## config.mk

```make
export PLATFORM = sky130hd
export DESIGN_NAME = cmos_byte_capture
export DESIGN_NICKNAME = d
export VERILOG_FILES = /design/src/rtl/cmos_byte_capture.sv
export SDC_FILE = /design/constraint.sdc
export NUM_CORES = 1
export LEC_CHECK = 0
export ABC_AREA = 1
export ABC_CLOCK_PERIOD_IN_PS = 2400
export BUFFER_PORTS_ARGS = -buffer_cell sky130_fd_sc_hd__buf_2
export CAP_MARGIN = 40
export CORE_MARGIN = 5
export CORE_UTILIZATION = 55
export CTS_BUF_LIST = sky130_fd_sc_hd__clkbuf_8
export CTS_CLUSTER_DIAMETER = 200
export DETAILED_ROUTE_END_ITERATION = 6
export GPL_TIMING_DRIVEN = 0
export HOLD_SLACK_MARGIN = 0.03
export PLACE_DENSITY = 0.81
export SLEW_MARGIN = 15
export SYNTH_ARGS = -nofsm -noshare
export SYNTH_HDL_FRONTEND = slang
export SYNTH_SLANG_ARGS = --single-unit
export TNS_END_PERCENT = 5
```

## constraint.sdc

```tcl
create_clock -name cam_pclk -period 2.4 [get_ports cam_pclk]
set_clock_uncertainty 0.2 [all_clocks]
set_input_delay 0.48 -clock cam_pclk [delete_from_list [all_inputs] [get_ports cam_pclk]]
set_output_delay 0.48 -clock cam_pclk [all_outputs]
set_load 0.05 [all_outputs]
```

## src/rtl/cmos_byte_capture.sv

```systemverilog
`default_nettype none
// +--------------------------------------------------------------------------------------+
// | cmos_byte_capture: DVP RGB565 byte capture, frame skip, line-length repair, err count |
// | Optional macro CAM_TEST_PATTERN_EN adds test_mode.                         Rev 1.0   |
// +--------------------------------------------------------------------------------------+
module cmos_byte_capture #(
  parameter int          WAIT_FRAME   = 10,
  parameter logic [15:0] CMOS_H_PIXEL = 16'd640,
  parameter logic [15:0] CMOS_V_PIXEL = 16'd480
) (
  input  logic       cam_pclk,
  input  logic       rst_n,
  input  logic       cam_vsync,
  input  logic       cam_href,
  input  logic [7:0] cam_data,
`ifdef CAM_TEST_PATTERN_EN
  input  logic       test_mode,
`endif
  output logic       img_vsync,
  output logic       img_data_en,
  output logic [7:0] img_data,
  output logic       line_err,
  output logic [7:0] err_cnt
);

  localparam logic [16:0] LINE_BYTES = {CMOS_H_PIXEL, 1'b0};
  localparam logic [15:0] WAIT_CNT   = 16'(WAIT_FRAME);

  typedef enum logic [1:0] {
    ST_WAIT   = 2'd0,
    ST_IDLE   = 2'd1,
    ST_ACTIVE = 2'd2,
    ST_PAD    = 2'd3
  } state_t;

  state_t      state, state_nxt;
  logic        v1, v2, v3, h1, h2, h3;
  logic [7:0]  d1, d2;
  logic [15:0] frame_cnt, frame_cnt_nxt;
  logic [15:0] line_cnt, line_cnt_nxt, line_inc;
  logic [16:0] byte_cnt, byte_cnt_nxt, byte_inc;
  logic        ovf, ovf_nxt;
  logic        en_nxt, err_nxt;
  logic [7:0]  data_nxt, pix_cur, pix_new;
  logic        frame_start, v_rise, line_end, h_rise, in_frame;

  always_comb begin
    frame_start   = v3 & ~v2;
    v_rise        = v2 & ~v3;
    line_end      = h3 & ~h2;
    h_rise        = h2 & ~h3;
    line_inc      = line_cnt + 16'd1;
    byte_inc      = byte_cnt + 17'd1;
    in_frame      = line_cnt < CMOS_V_PIXEL;
`ifdef CAM_TEST_PATTERN_EN
    pix_cur       = test_mode ? (byte_cnt[7:0] ^ line_cnt[7:0]) : d2;
    pix_new       = test_mode ? line_inc[7:0] : d2;
`else
    pix_cur       = d2;
    pix_new       = d2;
`endif
    state_nxt     = state;
    frame_cnt_nxt = frame_cnt;
    line_cnt_nxt  = line_cnt;
    byte_cnt_nxt  = byte_cnt;
    ovf_nxt       = ovf;
    en_nxt        = 1'b0;
    data_nxt      = 8'h00;
    err_nxt       = 1'b0;

    case (state)
      ST_WAIT: begin
        if (frame_cnt == WAIT_CNT) begin
          state_nxt = ST_IDLE;
        end else if (v_rise) begin
          frame_cnt_nxt = frame_cnt + 16'd1;
        end
      end
      ST_IDLE: begin
        if (frame_start) begin
          state_nxt    = ST_ACTIVE;
          line_cnt_nxt = 16'd0;
          byte_cnt_nxt = 17'd0;
          ovf_nxt      = 1'b0;
        end
      end
      ST_ACTIVE: begin
        if (line_end && byte_cnt != 17'd0) begin
          err_nxt = 1'b1;
          ovf_nxt = 1'b0;
          if (byte_cnt < LINE_BYTES) begin
            // first pad byte goes out right behind the last real byte
            en_nxt = 1'b1;
            if (byte_inc == LINE_BYTES) begin
              line_cnt_nxt = line_inc;
              byte_cnt_nxt = 17'd0;
            end else begin
              byte_cnt_nxt = byte_inc;
              state_nxt    = ST_PAD;
            end
          end else begin
            err_nxt      = ovf;
            line_cnt_nxt = line_inc;
            byte_cnt_nxt = 17'd0;
          end
        end else if (h2 && in_frame) begin
          if (byte_cnt < LINE_BYTES) begin
            en_nxt       = 1'b1;
            data_nxt     = pix_cur;
            byte_cnt_nxt = byte_inc;
          end else begin
            ovf_nxt = 1'b1;
          end
        end
      end
      ST_PAD: begin
        if (h_rise) begin
          // new line arrived before padding finished: close the old one, take this byte
          err_nxt      = 1'b1;
          line_cnt_nxt = line_inc;
          state_nxt    = ST_ACTIVE;
          if (line_inc < CMOS_V_PIXEL) begin
            en_nxt       = 1'b1;
            data_nxt     = pix_new;
            byte_cnt_nxt = 17'd1;
          end else begin
            byte_cnt_nxt = 17'd0;
          end
        end else begin
          en_nxt = 1'b1;
          if (byte_inc == LINE_BYTES) begin
            line_cnt_nxt = line_inc;
            byte_cnt_nxt = 17'd0;
            state_nxt    = ST_ACTIVE;
          end else begin
            byte_cnt_nxt = byte_inc;
          end
        end
      end
      default: state_nxt = ST_WAIT;
    endcase

    if (v_rise && (state == ST_ACTIVE || state == ST_PAD)) begin
      state_nxt = ST_IDLE;
    end
  end

  always_ff @(posedge cam_pclk or negedge rst_n) begin
    if (!rst_n) begin
      v1          <= 1'b0;
      v2          <= 1'b0;
      v3          <= 1'b0;
      h1          <= 1'b0;
      h2          <= 1'b0;
      h3          <= 1'b0;
      d1          <= 8'h00;
      d2          <= 8'h00;
      state       <= ST_WAIT;
      frame_cnt   <= 16'd0;
      line_cnt    <= 16'd0;
      byte_cnt    <= 17'd0;
      ovf         <= 1'b0;
      img_vsync   <= 1'b0;
      img_data_en <= 1'b0;
      img_data    <= 8'h00;
      line_err    <= 1'b0;
      err_cnt     <= 8'h00;
    end else begin
      v1          <= cam_vsync;
      v2          <= v1;
      v3          <= v2;
      h1          <= cam_href;
      h2          <= h1;
      h3          <= h2;
      d1          <= cam_data;
      d2          <= d1;
      state       <= state_nxt;
      frame_cnt   <= frame_cnt_nxt;
      line_cnt    <= line_cnt_nxt;
      byte_cnt    <= byte_cnt_nxt;
      ovf         <= ovf_nxt;
      img_vsync   <= (state != ST_WAIT) & v2;
      img_data_en <= en_nxt;
      img_data    <= data_nxt;
      line_err    <= err_nxt;
      if (err_nxt && err_cnt != 8'hFF) begin
        err_cnt <= err_cnt + 8'd1;
      end
    end
  end

endmodule
`default_nettype wire

```

==> impl_metrics.env, run 1 <==
export IMPL_synth_area_per_cell_um2=8.23
export IMPL_outcome="completed"
export IMPL_via_count=4247
export IMPL_synthArstFlopShare_pct=100
export IMPL_grt_first_pass_wirelength_mm=18.5
export IMPL_hold_slack_ns=0.158
export IMPL_hp_class="flip-flop to flip-flop"
export IMPL_overflow=0
export IMPL_p_total_mw=4.53
export IMPL_cap_violations=0
export IMPL_worstHoldStart="d1[6]$_DFF_PN0_"
export IMPL_postRouteAntennaNets=0
export IMPL_drcViolationCount=0
export IMPL_syn_area_mm2=0.00485
export IMPL_clock_sinks=93
export IMPL_cts_reportedPaths_clkPinSlew_ns=0.10
export IMPL_io_buffers=30
export IMPL_layout_drive_gt1_share_pct=19.0
export IMPL_synth_edff_count=0
export IMPL_ios=31
export IMPL_worst_slew_pin_slew_ns=0.483
export IMPL_grt_pass1_vias=4115
export IMPL_cts_root_buf="clkbuf_8"
export IMPL_multiInputGateArea_mm2=0.00236
export IMPL_syn_num_nets=607
export IMPL_grt_use_total_pct=20.2
export IMPL_htree_levels=3
export IMPL_period_needed_ns=2.37
export IMPL_timing_rr_start="byte_cnt[0]$_DFFE_PN0P_"
export IMPL_powerDensity_mw_per_mm2=790
export IMPL_ys_ff_latch=93
export IMPL_cp_data_required_time_ns=2.52
export IMPL_ys_types=33
export IMPL_r2r_end="line_cnt[0]$_DFFE_PN0P_"
export IMPL_max_freq_mhz=422
export IMPL_seq_area_mm2=0.00233
export IMPL_ys_warn_count=0
export IMPL_core_mm2=0.00864
export IMPL_diodes=0
export IMPL_via_per_inst=5.54
export IMPL_synth_ff_type="dfrtp_1"
export IMPL_setup_viol_count_final=0
export IMPL_rsz0062_at_grt="yes"
export IMPL_cp_start_kind="flip-flop"
export IMPL_die_y_um=104
export IMPL_antenna_found_initial=0
export IMPL_critPathCaptureType="flip-flop"
export IMPL_crit_fanout=8
export IMPL_cts_buffer_depth=2
export IMPL_seq_area_frac_synth_pct=48.0
export IMPL_die_w_um=104
export IMPL_critical_path_arrival_ns=2.49
export IMPL_start_util_pct=56.1
export IMPL_path_class="flip-flop to flip-flop"
export IMPL_hold_viol_final=0
export IMPL_min_delay_path_depth=0
export IMPL_wire_per_inst_um=14.4
export IMPL_ir_drop_mv=0.611
export IMPL_nets=672
export IMPL_clk_latency_ns=0.37
export IMPL_grt_start_max_net_pins=60
export IMPL_min_delay_worst_endpoint="d2[6]$_DFF_PN0_"
export IMPL_ff2ff_setup_slack_ns=0.03
export IMPL_gp_congestion=0.914
export IMPL_final_max_slew_viol_count=0
export IMPL_netlist_instances=589
export IMPL_syn_to_final_growth_pct=18.2
export IMPL_dr_pass1_iters=5
export IMPL_worst_r2r_path_depth=15
export IMPL_hpwl_mm=7.68
export IMPL_wl_mm=11.0
export IMPL_rows=34
export IMPL_fin_crit_sh_pct=98.8
export IMPL_fin_ws_ns=0.0277
export IMPL_die_area_mm2=0.0108
export IMPL_numCtsBuffers=9
export IMPL_fill_cells=686
export IMPL_slew_headroom_pct=67.8
export IMPL_drt_iter0_drc=256
export IMPL_cts_tree="built"
export IMPL_p_leak_nw=2.65
export IMPL_dpl_worst_slack_ns=-0.258
==> worst max-delay path, stage by stage (launching register included) <==
cell and delay, ns:
dfrtp_2 0.46, ha_4 0.18, nand3_4 0.12, nor2_4 0.07, buf_4 0.13, nand2_1 0.06
nand2_2 0.06, nor2_2 0.11, nand2_2 0.08, nor2_4 0.15, nand3_4 0.12, o21bai_4 0.24
nand2_4 0.15, nand2_2 0.09, nand2_1 0.05, inv_1 0.04
==> cells in the final DEF (no fill, tap or decap), types with 11 or more instances in the layout <==
cell           count
nand2_1          127
dfrtp_1           89
inv_1             68
nand3_1           53
nor2_1            50
buf_2             30
xor2_1            24
nand4_1           21
o21ai_0           18
nor3_1            14
o21ai_1           14
nand2_2           13
buf_4             11
dlygate4sd3_1     11
==> where the power goes <==
group / internal (mW) / switching [mW]
Combinational: 0.466 / 1.13
Sequential: 1.74 / 0.153
Clock: 0.411 / 0.625
Total: 2.62 / 1.91
==> how the worst max path moves through the flow <==
stage / startpoint / end
4_1_cts: frame_cnt[0]$_DFFE_PN0P_ / frame_cnt[6]$_DFFE_PN0P_
3_5_place_dp: line_cnt[4]$_DFFE_PN0P_ / img_data[0]$_DFF_PN0_
6_report: byte_cnt[0]$_DFFE_PN0P_ / line_cnt[0]$_DFFE_PN0P_
5_1_grt: byte_cnt[1]$_DFFE_PN0P_ / line_cnt[0]$_DFFE_PN0P_
2_1_floorplan: byte_cnt[0]$_DFFE_PN0P_ / byte_cnt[10]$_DFFE_PN0P_
3_3_place_gp: line_cnt[4]$_DFFE_PN0P_ / img_data[0]$_DFF_PN0_
==> state kept, by name, summed over array words and instances (netlist names), 2 cells and up <==
name,count
byte_cnt,17
frame_cnt,16
line_cnt,16
d1,8
d2,8
err_cnt,8
img_data,8
state,2
==> cell families (layout without fill, tap and decap cells) <==
group	Yosys count	count (layout)	share of synthesized area, %
compound gates	68	68	8.75
xor+xnor	34	34	6.14
buf+inv	81	150	6.35
fa+ha+maj	6	6	1.55
simple gates	307	308	29.2
flops	93	93	48.0
==> timing repair <==
action,CTS,global route
setup endpoints to repair,40,63
setup buffers,4,7
cloned,1,0
hold buffers,11,0
hold endpoints to repair,44,0
gates resized for setup,19,38
pin swaps,7,15
==> through the flow <==
| step | cells | cell area (um2) | setup TNS [ns] | utilization (%) |
|---|---|---|---|---|
| after global routing | 767 | 5730 | -1.49 | 66.4 |
| after CTS | 760 | 5580 | 0 | 64.6 |
| after floorplan | 589 | 4850 | 0 | - |
| final | 767 | 5730 | 0 | 66.4 |
| after global placement | 727 | 5130 | -18.64 | 59.4 |
| after detailed placement | 728 | 5160 | -5.29 | 59.8 |
==> layout make-up <==
cell class                 instances  area share (%)
clock inverter                     7            1.38
buffer                             6           0.699
sequential                        93            40.7
multi-input combinational        416            41.2
tap                              108            2.36
clock buffer                       9            2.16
inverter                          75            4.91
timing repair buffer              53            6.64
==> cells in the mapped netlist (4+ instances only) <==
cell type | number | area, um2
nand2_1 | 137 | 514
dfrtp_1 | 93 | 2330
inv_1 | 70 | 263
nor2_1 | 56 | 210
nand3_1 | 54 | 270
xor2_1 | 25 | 219
nand4_1 | 21 | 131
o21ai_0 | 19 | 95.1
nor3_1 | 16 | 80.1
o21ai_1 | 16 | 80.1
xnor2_1 | 9 | 78.8
a21boi_0 | 8 | 60.1
o21ai_2 | 8 | 70.1
a21oi_1 | 7 | 35.0
nor2_4 | 7 | 78.8
ha_1 | 6 | 75.1
nand2_2 | 4 | 25.0
==> per-layer routing <==
layer  up-vias  track usage, %  wire, um
li1       2047               -         -
met1      2033            26.5      4650
met2       149            33.3      5470
met3        18            4.47       730
met4         0            6.75       180
met5         -               0         0
No activity file was read; power rests on OpenSTA's default activity.
==> run 2: changes to the inputs <==
PLACE_DENSITY = default   (was 0.81)
PLACE_DENSITY_LB_ADDON = 0.15   (was default)
==> impl_metrics.env, run 2 (synthesized netlist as in run 1, its figures left out) <==
export IMPL_via_count=4185
export IMPL_largest_reg_flops=17
export IMPL_syn_to_final_growth_pct=18.6
export IMPL_critPathSlowestCell="dfrtp_1"
export IMPL_final_area_mm2=0.00575
export IMPL_cp_start_kind="flip-flop"
export IMPL_numCtsBuffers=9
export IMPL_drt_iter0_drc=211
export IMPL_ios=31
export IMPL_reg_top3="byte_cnt: 17 flops, frame_cnt: 16 flops, line_cnt: 16 flops"
export IMPL_grt_first_pass_wirelength_mm=18.7
export IMPL_grt_start_max_net_pins=58
export IMPL_cts_reportedPaths_clkPinSlew_ns=0.11
export IMPL_cts_tree="built"
export IMPL_clock_sinks=93
export IMPL_start_util_pct=56.1
export IMPL_rsz0062_at_grt="yes"
export IMPL_pwr_share_comb_pct=36.1
export IMPL_placed_cells=728
export IMPL_layout_drive_gt1_share_pct=18.9
export IMPL_seqPwrFrac_pct=41.0
export IMPL_grt_use_total_pct=20.6
export IMPL_internal_power_mw=2.67
export IMPL_hpwl_mm=7.59
export IMPL_cts_root_buf="clkbuf_8"
export IMPL_cp_common_cell="nand2_1"
export IMPL_nets=674
export IMPL_io_buffers=30
export IMPL_grt_pass1_vias=3951
export IMPL_die_w_um=104
export IMPL_cap_violations=0
export IMPL_outcome="completed"
export IMPL_crit_chain="buf_4, nand2_2, nor2_4, nand2_4, nor2_1, nand2_1, nand2_1, nand2_1, nor2_4, nand3_4, nand2_4, nand3_2, buf_4, nand2_1, o21ai_2"
export IMPL_cp_buffers_inverters=2
export IMPL_hold_viol_final=0
export IMPL_critPathTopFamily="simple AND/OR/NAND/NOR gates"
export IMPL_postRouteAntennaNets=0
export IMPL_max_freq_mhz=420
export IMPL_die_y_um=104
export IMPL_overflow=0
export IMPL_wire_per_inst_um=14.1
export IMPL_dr_pass1_iters=5
export IMPL_via_per_inst=5.44
export IMPL_hold_slack_ns=0.156
export IMPL_fill_cells=717
export IMPL_setup_viol_count_final=0
export IMPL_htree_levels=3
export IMPL_rows=34
export IMPL_layout_common_cells="nand2_1 (130), dfrtp_1 (91), inv_1 (67), nand3_1 (52), nor2_1 (50)"
export IMPL_cp_data_required_time_ns=2.45
export IMPL_critPathCaptureType="flip-flop"
export IMPL_final_max_slew_viol_count=0
export IMPL_ir_drop_mv=0.570
export IMPL_p_leak_nw=2.68
export IMPL_p_clk_share_pct=23.0
export IMPL_fin_ws_ns=0.0193
export IMPL_core_mm2=0.00864
export IMPL_swShare_pct=42.3
export IMPL_gp_congestion=0.891
export IMPL_worst_slew_pin_slew_ns=0.523
export IMPL_path_class="flip-flop to flip-flop"
export IMPL_diodes=0
export IMPL_tns_ns=0
export IMPL_final_cells=769
export IMPL_placed_area_mm2=0.00516
export IMPL_crit_fanout=5
export IMPL_largest_register="byte_cnt"
export IMPL_p_total_mw=4.63
export IMPL_critical_path_arrival_ns=2.43
export IMPL_wl_mm=10.9
export IMPL_utilization_pct=66.6
export IMPL_powerDensity_mw_per_mm2=805
export IMPL_clk_latency_ns=0.37
export IMPL_final_common_cell="nand2_1"
export IMPL_power_switching_mw=1.96
export IMPL_hp_class="flip-flop to flip-flop"
export IMPL_antenna_found_initial=0
export IMPL_critPathMaxStageDelay_ns=0.42
export IMPL_cts_buffer_depth=2
export IMPL_slew_headroom_pct=65.1
export IMPL_die_area_mm2=0.0108
export IMPL_period_needed_ns=2.38
export IMPL_drcViolationCount=0
export IMPL_fin_crit_sh_pct=99.2
export IMPL_dpl_worst_slack_ns=-0.376
-- run 2: changes by cell type in the layout (fill, tap and decap cells not counted), sizes merged --
cell | previous run | this run
buf | 45 | 48
clkbuf | 12 | 11
clkinv | 4 | 6
clkinvlp | 2 | 0
-- run 2: worst register-to-register path: stages, from the launching register on --
cell,delay (ns)
dfrtp_1,0.42
buf_4,0.14
nand2_2,0.07
nor2_4,0.19
nand2_4,0.09
nor2_1,0.11
nand2_1,0.05
nand2_1,0.08
nand2_1,0.10
nor2_4,0.14
nand3_4,0.13
nand2_4,0.10
nand3_2,0.12
buf_4,0.20
nand2_1,0.07
o21ai_2,0.05
-- run 2: final cells by class --
class / instances / area, um2 / share of cell area, %
Inverter: 75 / 282 / 4.90
Timing Repair Buffer: 55 / 388 / 6.74
Buffer: 6 / 43.8 / 0.762
Clock buffer: 9 / 124 / 2.15
Clock inverter: 7 / 91.3 / 1.59
Tap cell: 108 / 135 / 2.35
Multi-Input combinational cell: 416 / 2360 / 41.0
Sequential cell: 93 / 2330 / 40.5
-- run 2: path summary, 6_finish.rpt --
path	startpoint	to	slack, ns	cells past startpoint
setup / recovery	byte_cnt[1]$_DFFE_PN0P_	line_cnt[13]$_DFFE_PN0P_	0.02	15
hold / removal	d1[6]$_DFF_PN0_	d2[6]$_DFF_PN0_	0.16	0
setup reg to reg	byte_cnt[1]$_DFFE_PN0P_	line_cnt[13]$_DFFE_PN0P_	0.02	15
hold reg to reg	d1[6]$_DFF_PN0_	d2[6]$_DFF_PN0_	0.16	0
max in group asynchronous	rst_n	frame_cnt[8]$_DFFE_PN0P_	0.92	3
min in group asynchronous	rst_n	byte_cnt[7]$_DFFE_PN0P_	0.42	2
-- run 2: per-layer routing --
metal  vias up  track usage, %  part of all wire (%)
met3        14            3.48                   4.7
li1       2067               -                     -
met2       131            33.4                    49
met5         -               0                     0
met4         0            4.81                   1.0
met1      1973            29.2                    45
-- run 2: power groups by stage --
| stage | clock (mW) | combinational, mW | sequential [mW] |
|---|---|---|---|
| CTS | 1.09 | 1.55 | 1.89 |
| detailed placement | 0 | 1.45 | 1.92 |
| global route | 1.16 | 1.85 | 1.92 |
| floorplan | 0 | 0.826 | 2.11 |
| finish | 1.06 | 1.67 | 1.90 |
| global placement | 0 | 1.40 | 1.91 |
-- run 2: what timing repair did --
item / in CTS / in global routing
setup endpoints to repair: 36 / 59
hold endpoints to repair: 46 / 0
pin swaps: 4 / 9
resized for setup: 19 / 37
hold buffers: 11 / 0
cloned: 1 / 1
buffers inserted: 3 / 9
==> run 3: changes to the inputs <==
PLACE_DENSITY = 0.73   (was default)
PLACE_DENSITY_LB_ADDON = default   (was 0.15)
==> impl_metrics.env, run 3 (synthesized netlist as in run 1, its figures left out) <==
export IMPL_drt_iter0_drc=259
export IMPL_final_max_slew_viol_count=0
export IMPL_largest_reg_flops=17
export IMPL_cp_start_kind="flip-flop"
export IMPL_postRouteAntennaNets=0
export IMPL_die_y_um=104
export IMPL_final_cells=770
export IMPL_wire_per_inst_um=14.6
export IMPL_placed_cells=728
export IMPL_die_w_um=104
export IMPL_cp_buffers_inverters=2
export IMPL_syn_to_final_growth_pct=20.6
export IMPL_via_count=4203
export IMPL_hpwl_mm=7.43
export IMPL_ir_drop_mv=0.574
export IMPL_gp_congestion=0.953
export IMPL_ios=31
export IMPL_slew_headroom_pct=67.4
export IMPL_tns_ns=0
export IMPL_crit_fanout=5
export IMPL_final_common_cell="nand2_1"
export IMPL_nets=675
export IMPL_power_switching_mw=2.05
export IMPL_rows=34
export IMPL_grt_pass1_vias=3900
export IMPL_fin_crit_sh_pct=97.5
export IMPL_critical_path_arrival_ns=2.43
export IMPL_cp_data_required_time_ns=2.49
export IMPL_grt_start_max_net_pins=59
export IMPL_max_freq_mhz=427
export IMPL_p_clk_share_pct=22.1
export IMPL_cts_tree="built"
export IMPL_grt_first_pass_wirelength_mm=18.5
export IMPL_via_per_inst=5.46
export IMPL_io_buffers=30
export IMPL_hold_viol_final=0
export IMPL_dr_pass1_iters=5
export IMPL_diodes=0
export IMPL_critPathTopFamily="simple AND/OR/NAND/NOR gates"
export IMPL_internal_power_mw=2.70
export IMPL_cts_buffer_depth=2
export IMPL_overflow=0
export IMPL_cap_violations=0
export IMPL_reg_top3="byte_cnt: 17 flops, frame_cnt: 16 flops, line_cnt: 16 flops"
export IMPL_p_total_mw=4.75
export IMPL_fin_ws_ns=0.0593
export IMPL_crit_chain="ha_4, nand3_4, nor2_4, buf_6, nand4_1, nand2_2, nand2_2, nor2_4, nand3_4, o21bai_4, buf_4, nand3_1, o21ai_0"
export IMPL_seqPwrFrac_pct=39.9
export IMPL_outcome="completed"
export IMPL_hold_slack_ns=0.156
export IMPL_dpl_worst_slack_ns=-0.269
export IMPL_pwr_share_comb_pct=38.0
export IMPL_placed_area_mm2=0.00516
export IMPL_grt_use_total_pct=20.6
export IMPL_clk_latency_ns=0.38
export IMPL_p_leak_nw=2.69
export IMPL_start_util_pct=56.1
export IMPL_final_area_mm2=0.00585
export IMPL_wl_mm=11.2
export IMPL_period_needed_ns=2.34
export IMPL_rsz0062_at_grt="yes"
export IMPL_drcViolationCount=0
export IMPL_antenna_found_initial=0
export IMPL_largest_register="byte_cnt"
export IMPL_htree_levels=3
export IMPL_critPathSlowestCell="dfrtp_1"
export IMPL_path_class="flip-flop to flip-flop"
export IMPL_core_mm2=0.00864
export IMPL_critPathCaptureType="flip-flop"
export IMPL_hp_class="flip-flop to flip-flop"
export IMPL_setup_viol_count_final=0
export IMPL_die_area_mm2=0.0108
export IMPL_cts_root_buf="clkbuf_8"
export IMPL_swShare_pct=43.1
export IMPL_clock_sinks=93
export IMPL_layout_drive_gt1_share_pct=22.2
export IMPL_powerDensity_mw_per_mm2=813
export IMPL_worst_slew_pin_slew_ns=0.490
export IMPL_cts_reportedPaths_clkPinSlew_ns=0.11
export IMPL_layout_common_cells="nand2_1 (118), dfrtp_1 (91), inv_1 (68), nand3_1 (49), nor2_1 (48)"
export IMPL_utilization_pct=67.7
export IMPL_numCtsBuffers=9
export IMPL_critPathMaxStageDelay_ns=0.43
==> run 3: cell types whose count changed in the layout (fill, tap and decap cells not counted), sizes merged <==
cell / change
buf: +1
inv: +2
clkinv: -3
clkinvlp: +1
==> run 3: final cells by class <==
class | instances | area (um2)
flip-flops and latches | 93 | 2330
repair buffers | 56 | 414
inverters | 75 | 285
plain buffers | 6 | 41.3
clock inverters | 7 | 73.8
fillers | 700 | 2790
multi-input cells | 416 | 2440
clock buffers | 9 | 124
well taps | 108 | 135
==> run 3: routing by layer <==
layer	part of all wire, %	track usage (%)
met2	48	32.8
met3	7.0	4.66
met5	0	0
met4	0.79	4.53
met1	44	29.0
==> run 3: final timing paths <==
kind	start	end	slack (ns)	cells past startpoint
worst min register to register	v1$_DFF_PN0_	v2$_DFF_PN0_	0.16	0
worst max register to register	byte_cnt[1]$_DFFE_PN0P_	line_cnt[11]$_DFFE_PN0P_	0.06	13
min in group asynchronous	rst_n	frame_cnt[7]$_DFFE_PN0P_	0.39	2
max in group asynchronous	rst_n	byte_cnt[0]$_DFFE_PN0P_	0.97	3
worst min-delay path	v1$_DFF_PN0_	v2$_DFF_PN0_	0.16	0
worst max-delay path	byte_cnt[1]$_DFFE_PN0P_	line_cnt[11]$_DFFE_PN0P_	0.06	13
==> run 3: power groups by stage <==
stage | Sequential [mW] | Clock (mW) | Combinational (mW)
final | 1.89 | 1.05 | 1.81
after CTS | 1.88 | 1.07 | 1.52
after floorplan | 2.11 | 0 | 0.826
after global routing | 1.92 | 1.15 | 1.95
after detailed placement | 1.91 | 0 | 1.43
after global placement | 1.91 | 0 | 1.39
==> run 3: what timing repair did <==
action,CTS,global route
buffers inserted,4,9
gates resized for setup,15,68
endpoints found under the hold margin,45,0
pin swaps,4,14
endpoints found under the setup margin,36,58
cloned,1,1
hold buffers,11,0
